## src/rtl/shifter_types.sv

```systemverilog
// Shared types for the shifter datapath and its multi-cycle sequencer.
package shifter_types;

   localparam int DEF_WIDTH = 8;

   typedef enum logic [2:0] {
      NONE = 3'd0,
      SHL  = 3'd1,
      SHR  = 3'd2,
      ROL  = 3'd3,
      ROR  = 3'd4
   } cmd_t;

   typedef enum logic [1:0] {
      IDLE  = 2'd0,
      SHIFT = 2'd1,
      DONE  = 2'd2
   } seq_state_t;

   // Unused encodings 5..7 collapse to NONE so the rest of the design sees only legal commands.
   function automatic cmd_t norm_cmd(input cmd_t c);
      case (c)
         SHL, SHR, ROL, ROR: norm_cmd = c;
         default:            norm_cmd = NONE;
      endcase
   endfunction

endpackage

```

## src/rtl/shift_step.sv

```systemverilog
// One-position shift/rotate of a WIDTH-bit word; out_bit is the bit pushed out.
module shift_step
   import shifter_types::*;
#(
   parameter int WIDTH = DEF_WIDTH
) (
   input  cmd_t             cmd,
   input  logic [WIDTH-1:0] din,
   output logic [WIDTH-1:0] dout,
   output logic             out_bit
);

   // NOTE: every output gets a default first so no path through the case infers a latch.
   always_comb begin
      dout    = din;
      out_bit = 1'b0;
      case (cmd)
         SHL: begin
            dout    = {din[WIDTH-2:0], 1'b0};
            out_bit = din[WIDTH-1];
         end
         SHR: begin
            dout    = {1'b0, din[WIDTH-1:1]};
            out_bit = din[0];
         end
         ROL: begin
            dout    = {din[WIDTH-2:0], din[WIDTH-1]};
            out_bit = din[WIDTH-1];
         end
         ROR: begin
            dout    = {din[0], din[WIDTH-1:1]};
            out_bit = din[0];
         end
         default: ;
      endcase
   end

endmodule

```

## src/rtl/shift_sequencer.sv

```systemverilog
// Executes an N-position shift/rotate by stepping shift_step once per clock.
module shift_sequencer
   import shifter_types::*;
#(
   parameter int WIDTH = DEF_WIDTH,
   parameter int AMTW  = $clog2(WIDTH)
) (
   input  logic             clk,
   input  logic             rst_n,
   input  logic             start_valid,
   output logic             start_ready,
   input  cmd_t             cmd,
   input  logic [AMTW-1:0]  amt,
   input  logic [WIDTH-1:0] din,
   output logic             busy,
   output logic [WIDTH-1:0] result,
   output logic             carry,
   output logic             result_valid
);

   seq_state_t       state, state_n;
   cmd_t             cmd_q;
   logic [AMTW-1:0]  cnt;
   logic [WIDTH-1:0] work;
   logic [WIDTH-1:0] step_dout;
   logic             step_bit;
   logic             accept;

   shift_step #(.WIDTH(WIDTH)) u_step (
      .cmd     (cmd_q),
      .din     (work),
      .dout    (step_dout),
      .out_bit (step_bit)
   );

   assign accept = start_valid && (state == IDLE);

   always_comb begin
      state_n = state;
      case (state)
         IDLE:    if (start_valid)
                     state_n = (norm_cmd(cmd) == NONE || amt == '0) ? DONE : SHIFT;
         SHIFT:   if (cnt == AMTW'(1)) state_n = DONE;
         DONE:    state_n = IDLE;
         default: state_n = IDLE;
      endcase
   end

   // NOTE: sequential state uses non-blocking assignments only, so every register sees pre-edge values.
   always_ff @(posedge clk or negedge rst_n) begin
      if (!rst_n) begin
         state <= IDLE;
         cmd_q <= NONE;
         cnt   <= '0;
         work  <= '0;
         carry <= 1'b0;
      end else begin
         state <= state_n;
         if (accept) begin
            cmd_q <= norm_cmd(cmd);
            cnt   <= amt;
            work  <= din;
            carry <= 1'b0;
         end else if (state == SHIFT) begin
            work  <= step_dout;
            carry <= step_bit;
            cnt   <= cnt - AMTW'(1);
         end
      end
   end

   assign start_ready  = (state == IDLE);
   assign busy         = (state == SHIFT) || (state == DONE);
   assign result_valid = (state == DONE);
   assign result       = work;

endmodule

```

## config.mk

```make
export PLATFORM = sky130hd
export DESIGN_NAME = shift_sequencer
export DESIGN_NICKNAME = d
export VERILOG_FILES = /design/src/rtl/shifter_types.sv /design/src/rtl/shift_step.sv /design/src/rtl/shift_sequencer.sv
export SDC_FILE = /design/constraint.sdc
export NUM_CORES = 1
export LEC_CHECK = 0
export ABC_AREA = 0
export CORE_MARGIN = 2
export CORE_UTILIZATION = 35
export CTS_BUF_LIST = sky130_fd_sc_hd__clkbuf_8
export DETAILED_ROUTE_END_ITERATION = 16
export HOLD_SLACK_MARGIN = 0.1
export MAX_ROUTING_LAYER = met4
export PLACE_DENSITY_LB_ADDON = 0.08
export SYNTH_ARGS = -nofsm -noshare
export SYNTH_HDL_FRONTEND = slang
export SYNTH_SLANG_ARGS = --single-unit
```

## constraint.sdc

```tcl
create_clock -name clk -period 2.65 [get_ports clk]
set_input_delay 0.53 -clock clk [delete_from_list [all_inputs] [get_ports clk]]
set_output_delay 0.53 -clock clk [all_outputs]
set_load 0.1 [all_outputs]
```

==> impl_metrics.env, run 1 <==
export IMPL_yosys_top_cells_count="17 x dfrtp_1, 11 x nand2_1"
export IMPL_max_freq_ghz=0.526
export IMPL_numCtsBuffers=3
export IMPL_portBuffers=28
export IMPL_grt_ovfl_total=0
export IMPL_ant_nets=0
export IMPL_cp_end_kind="output port"
export IMPL_top_usage_layer="met2"
export IMPL_syn_area_per_cell_um2=9.50
export IMPL_cts_max_level=1
export IMPL_reg2reg_to="result[0]$_DFFE_PN0P_"
export IMPL_diodes=0
export IMPL_netlist_instances=118
export IMPL_crit_path_start_kind="flip-flop"
export IMPL_ys_types=37
export IMPL_drive_gt1_frac=0.182
export IMPL_r2r_cells=5
export IMPL_yosysWarnings=0
export IMPL_synth_main_ff_cell="dfrtp_1"
export IMPL_fin_tns_setup_ns=0
export IMPL_clkTransAtPathRegs_ns=0.07
export IMPL_die_area_um2=3670
export IMPL_maxCapViolCount=0
export IMPL_cts_tree="built"
export IMPL_critPathRequiredTime_ns=2.12
export IMPL_min_path_cells=2
export IMPL_coreArea_um2=3050
export IMPL_die_h_um=60.6
export IMPL_async_flop_share=1.00
export IMPL_hp_class="reg -> reg"
export IMPL_clk_latency_ns=0.26
export IMPL_synth_nets=140
export IMPL_drc=0
export IMPL_gr_usage_met2=0.244
export IMPL_critPathMaxFanout=6
export IMPL_clock_sinks=17
export IMPL_syn_to_final_growth_pct=28.2
export IMPL_whs_endpoint="carry$_DFFE_PN0P_"
export IMPL_rows=20
export IMPL_slew_headroom=0.561
export IMPL_track_usage=0.168
export IMPL_grt_max_degree=23
export IMPL_finalCoreUtilization=0.471
export IMPL_reg2reg_from="state[1]$_DFFE_PN0P_"
export IMPL_skew_ns=0.00336
export IMPL_hold_viol_final=0
export IMPL_gp_congestion=0.762
export IMPL_synthDominantAreaCellType="dfrtp_1"
export IMPL_synth_area_leaders="dfrtp_1 38%, a2bb2oi_1 6.3%, ha_1 5.6%, o311ai_0 5.5%, or3b_2 4.7%"
export IMPL_drt_total_wl_mm=2.75
export IMPL_wl_per_cell_um=14.7
export IMPL_ys_seq_area_frac=0.379
export IMPL_io_pins=29
export IMPL_cts_hold_buf=0
export IMPL_synth_edff_count=0
export IMPL_ctsLongestPathBuffers=2
export IMPL_fin_crit_sh=0.718
export IMPL_grt_pass1_wl_mm=4.44
export IMPL_worst_pin_slew_ns=0.653
export IMPL_synth_most_common_cell="dfrtp_1"
export IMPL_antenna_found_initial=0
export IMPL_num_vias=983
export IMPL_period_minus_slack_ns=1.90
export IMPL_ctsRootBufferMaster="clkbuf_8"
export IMPL_rsz0062_at_grt="no"
export IMPL_first_iter_violations=22
export IMPL_hpwl_mm=1.93
export IMPL_die_w_um=60.6
export IMPL_synth_seq_cells=17
export IMPL_grt_pass1_vias=934
export IMPL_cts_resized=0
export IMPL_final_cell_count_no_fill=187
export IMPL_min_from="carry$_DFFE_PN0P_"
export IMPL_setup_violations_final=0
export IMPL_dp_cells=183
export IMPL_grtUsageMet3=0.0405
export IMPL_worst_ep_arrival_time_ns=1.37
export IMPL_drt_pass1_iter_count=4
export IMPL_start_util=0.367
export IMPL_regToRegSetupSlack_ns=0.79
export IMPL_critPathKind="reg -> out"
export IMPL_outcome="completed"
export IMPL_slew_viol_final=0
export IMPL_fin_nets=166
export IMPL_syn_area_um2=1120
export IMPL_use_met1=0.231
export IMPL_synth_top_cell_area_share=0.379
export IMPL_post_cts_buffers=0
export IMPL_vias_per_cell=5.26
-- flip-flops by register name (all words and copies together) (netlist names) --
| register | count |
|---|---|
| carry | 1 |
| cmd_q | 3 |
| cnt | 3 |
| result | 8 |
| state | 2 |
-- logic make-up (layout without fill, tap and decap cells) --
logic type / count (synthesis) / after routing / share of synthesized area
buffers and inverters: 16 / 41 / 0.0636
AO/OA/AOI/OAI: 40 / 40 / 0.273
flip-flops: 17 / 17 / 0.379
AND/OR/NAND/NOR: 37 / 37 / 0.204
adder cells (fa/ha/maj): 5 / 5 / 0.0558
XOR/XNOR: 3 / 3 / 0.0234
-- worst max path at each step --
stage,cells past startpoint,to,slack (ns),start
2_1_floorplan,7,result[6]$_DFFE_PN0P_,0.38,state[0]$_DFFE_PN0P_
6_report,3,start_ready,0.75,state[0]$_DFFE_PN0P_
3_3_place_gp,4,result[7]$_DFFE_PN0P_,0.63,start_valid
5_1_grt,5,result[0]$_DFFE_PN0P_,0.63,state[1]$_DFFE_PN0P_
4_1_cts,5,result[0]$_DFFE_PN0P_,0.75,state[1]$_DFFE_PN0P_
3_5_place_dp,4,result[7]$_DFFE_PN0P_,0.58,start_valid
-- worst max-delay path: stages (launching register included) --
cell and delay, ns:
dfrtp_1 0.43, inv_1 0.10, ha_1 0.26, buf_4 0.33
-- cells in the final DEF, fill, tap and decap left out, types with 5 or more instances in the layout --
| cell | count |
|---|---|
| dfrtp_1 | 17 |
| clkdlybuf4s50_1 | 16 |
| buf_4 | 13 |
| nand2_1 | 11 |
| inv_1 | 9 |
| a21oi_1 | 8 |
| o21ai_0 | 8 |
| a2bb2oi_1 | 8 |
| o311ai_0 | 7 |
| or3b_2 | 6 |
| ha_1 | 5 |
-- metal layers --
| metal | up-vias | share of wire | routed length [µm] |
|---|---|---|---|
| met5 | - | 0 | 0 |
| met4 | 0 | 0.010 | 28 |
| met3 | 4 | 0.048 | 132 |
| met2 | 22 | 0.47 | 1290 |
| met1 | 468 | 0.47 | 1290 |
| li1 | 489 | - | - |
-- per-stage QoR --
stage | hold WS [ns] | worst slack (ns) | instance area, µm²
finish | 0.548 | 0.748 | 1440
global route | 0.619 | 0.632 | 1440
CTS | 0.568 | 0.746 | 1440
detailed placement | 0.534 | 0.580 | 1390
global placement | 0.543 | 0.630 | 1390
floorplan | 0.234 | 0.379 | 1120
-- layout make-up --
cell class,instances,area [µm²]
multi-input cells,85,624
fillers,307,1620
well taps,44,55.1
clock inverters,1,3.75
inverters,8,30.0
repair buffers,29,258
flip-flops and latches,17,425
clock buffers,3,41.3
Power of run 1 is not shown: default switching activity piles up to over one toggle a cycle in this logic, so the estimate is an artifact.
==> inputs of run 2 (changes only) <==
Clock period 2.65 ns to 1.6 ns, I/O delays scaled along.
==> run 2 against run 1 <==
Against the previous run:
- setup slack lost 0.66 ns
- clock-buffer cell count is the same
- core utilization grew 9.2 points
- via count grew 4.9%
- die area is the same
- final cell count grew 5.9%
==> impl_metrics.env, run 2 (synthesis gave the netlist of run 1 again) <==
export IMPL_rsz0062_at_grt="no"
export IMPL_io_pins=29
export IMPL_die_area_um2=3670
export IMPL_critPathMaxFanout=4
export IMPL_crit_path_top_delay_cell="dfrtp_1"
export IMPL_hp_class="in -> async"
export IMPL_grt_pass1_wl_mm=4.57
export IMPL_first_iter_violations=34
export IMPL_outcome="completed"
export IMPL_hold_viol_final=0
export IMPL_grt_max_degree=18
export IMPL_grt_pass1_vias=982
export IMPL_drt_total_wl_mm=2.73
export IMPL_drt_pass1_iter_count=4
export IMPL_crit_path_start_kind="flip-flop"
export IMPL_die_w_um=60.6
export IMPL_syn_to_final_growth_pct=53.2
export IMPL_maxCapViolCount=0
export IMPL_cts_tree="built"
export IMPL_clk_latency_ns=0.25
export IMPL_vias_per_cell=5.21
export IMPL_largest_register_ffs=8
export IMPL_gp_congestion=0.766
export IMPL_post_place_ws_ns=-0.0749
export IMPL_setup_violations_final=0
export IMPL_cts_max_level=1
export IMPL_drive_gt1_frac=0.325
export IMPL_ant_nets=0
export IMPL_post_cts_buffers=0
export IMPL_clock_sinks=17
export IMPL_die_h_um=60.6
export IMPL_ctsLongestPathBuffers=2
export IMPL_worst_ep_arrival_time_ns=1.19
export IMPL_track_usage=0.173
export IMPL_final_common_cell="clkdlybuf4s50_1"
export IMPL_grt_ovfl_total=0
export IMPL_clkTransAtPathRegs_ns=0.07
export IMPL_num_vias=1031
export IMPL_hpwl_mm=2.01
export IMPL_slew_headroom=0.709
export IMPL_cp_end_kind="output port"
export IMPL_fin_crit_sh=0.945
export IMPL_ctsRootBufferMaster="clkbuf_8"
export IMPL_crit_path_max_incr_delay_ns=0.42
export IMPL_worstPathCellList="inv_2, ha_4, buf_12"
export IMPL_diodes=0
export IMPL_slew_viol_final=0
export IMPL_mostFrequentLayoutCells="16 x clkdlybuf4s50_1, 13 x buf_12, 11 x dfrtp_1, 11 x buf_4, 10 x nand2_1"
export IMPL_period_minus_slack_ns=1.51
export IMPL_rows=20
export IMPL_antenna_found_initial=0
export IMPL_portBuffers=28
export IMPL_critPathKind="reg -> out"
export IMPL_coreArea_um2=3050
export IMPL_cts_hold_buf=0
export IMPL_setup_ws_ns=0.0886
export IMPL_critPathRequiredTime_ns=1.28
export IMPL_worst_pin_slew_ns=0.433
export IMPL_skew_ns=0.00442
export IMPL_wl_per_cell_um=13.8
export IMPL_max_freq_ghz=0.662
export IMPL_n_fill_cell=286
export IMPL_fin_nets=177
export IMPL_drc=0
export IMPL_start_util=0.367
export IMPL_numCtsBuffers=3
## run 2: per-stage QoR
step                      area, µm²   util  cells  setup TNS, ns  hold slack, ns
after floorplan                1140      -    118        -0.0984          0.0244
after global placement         1660  0.543    194         -0.546           0.563
after detailed placement       1660  0.543    194         -0.750           0.560
after CTS                      1700  0.558    198              0           0.403
after global routing           1720  0.563    198              0           0.430
final                          1720  0.563    198              0           0.397
## run 2: routing by layer
metal | vias to the layer above | track usage | routed length (µm)
met3 | 2 | 0.0448 | 153
met2 | 32 | 0.261 | 1330
li1 | 512 | - | -
met5 | - | - | 0
met1 | 485 | 0.216 | 1230
met4 | 0 | 0.0776 | 23
## run 2: layout make-up
type | instances | area (µm²) | share of cell area
multi-input cells | 85 | 651 | 0.379
repair buffers | 40 | 503 | 0.293
flip-flops and latches | 17 | 433 | 0.252
well taps | 44 | 55.1 | 0.0320
clock buffers | 3 | 41.3 | 0.0240
inverters | 8 | 30.0 | 0.0175
clock inverters | 1 | 5.00 | 0.00291
## run 2: final timing paths
check,startpoint,end,slack (ns),depth (start not counted)
setup reg to reg,state[0]$_DFFE_PN0P_,result[7]$_DFFE_PN0P_,0.10,5
setup / recovery,state[0]$_DFFE_PN0P_,busy,0.09,3
min in group clk,cnt[1]$_DFFE_PN0P_,cnt[1]$_DFFE_PN0P_,0.57,2
max in group asynchronous,rst_n,result[3]$_DFFE_PN0P_,0.99,2
hold reg to reg,cnt[1]$_DFFE_PN0P_,cnt[1]$_DFFE_PN0P_,0.57,2
hold / removal,rst_n,cmd_q[0]$_DFFE_PN0P_,0.40,2
## run 2: critical path, delay by kind of cell, from the launching register on
kind	cells	cell delay (ns)
buffers and inverters	2	0.24
DFF	1	0.42
adders and majority gates	1	0.27
## run 2: repair_timing
action,4_1_cts,5_1_grt
hold endpoints to repair,0,0
setup endpoints to repair,0,8
resized for setup,0,5
Power of run 2 is left out for the same reason.
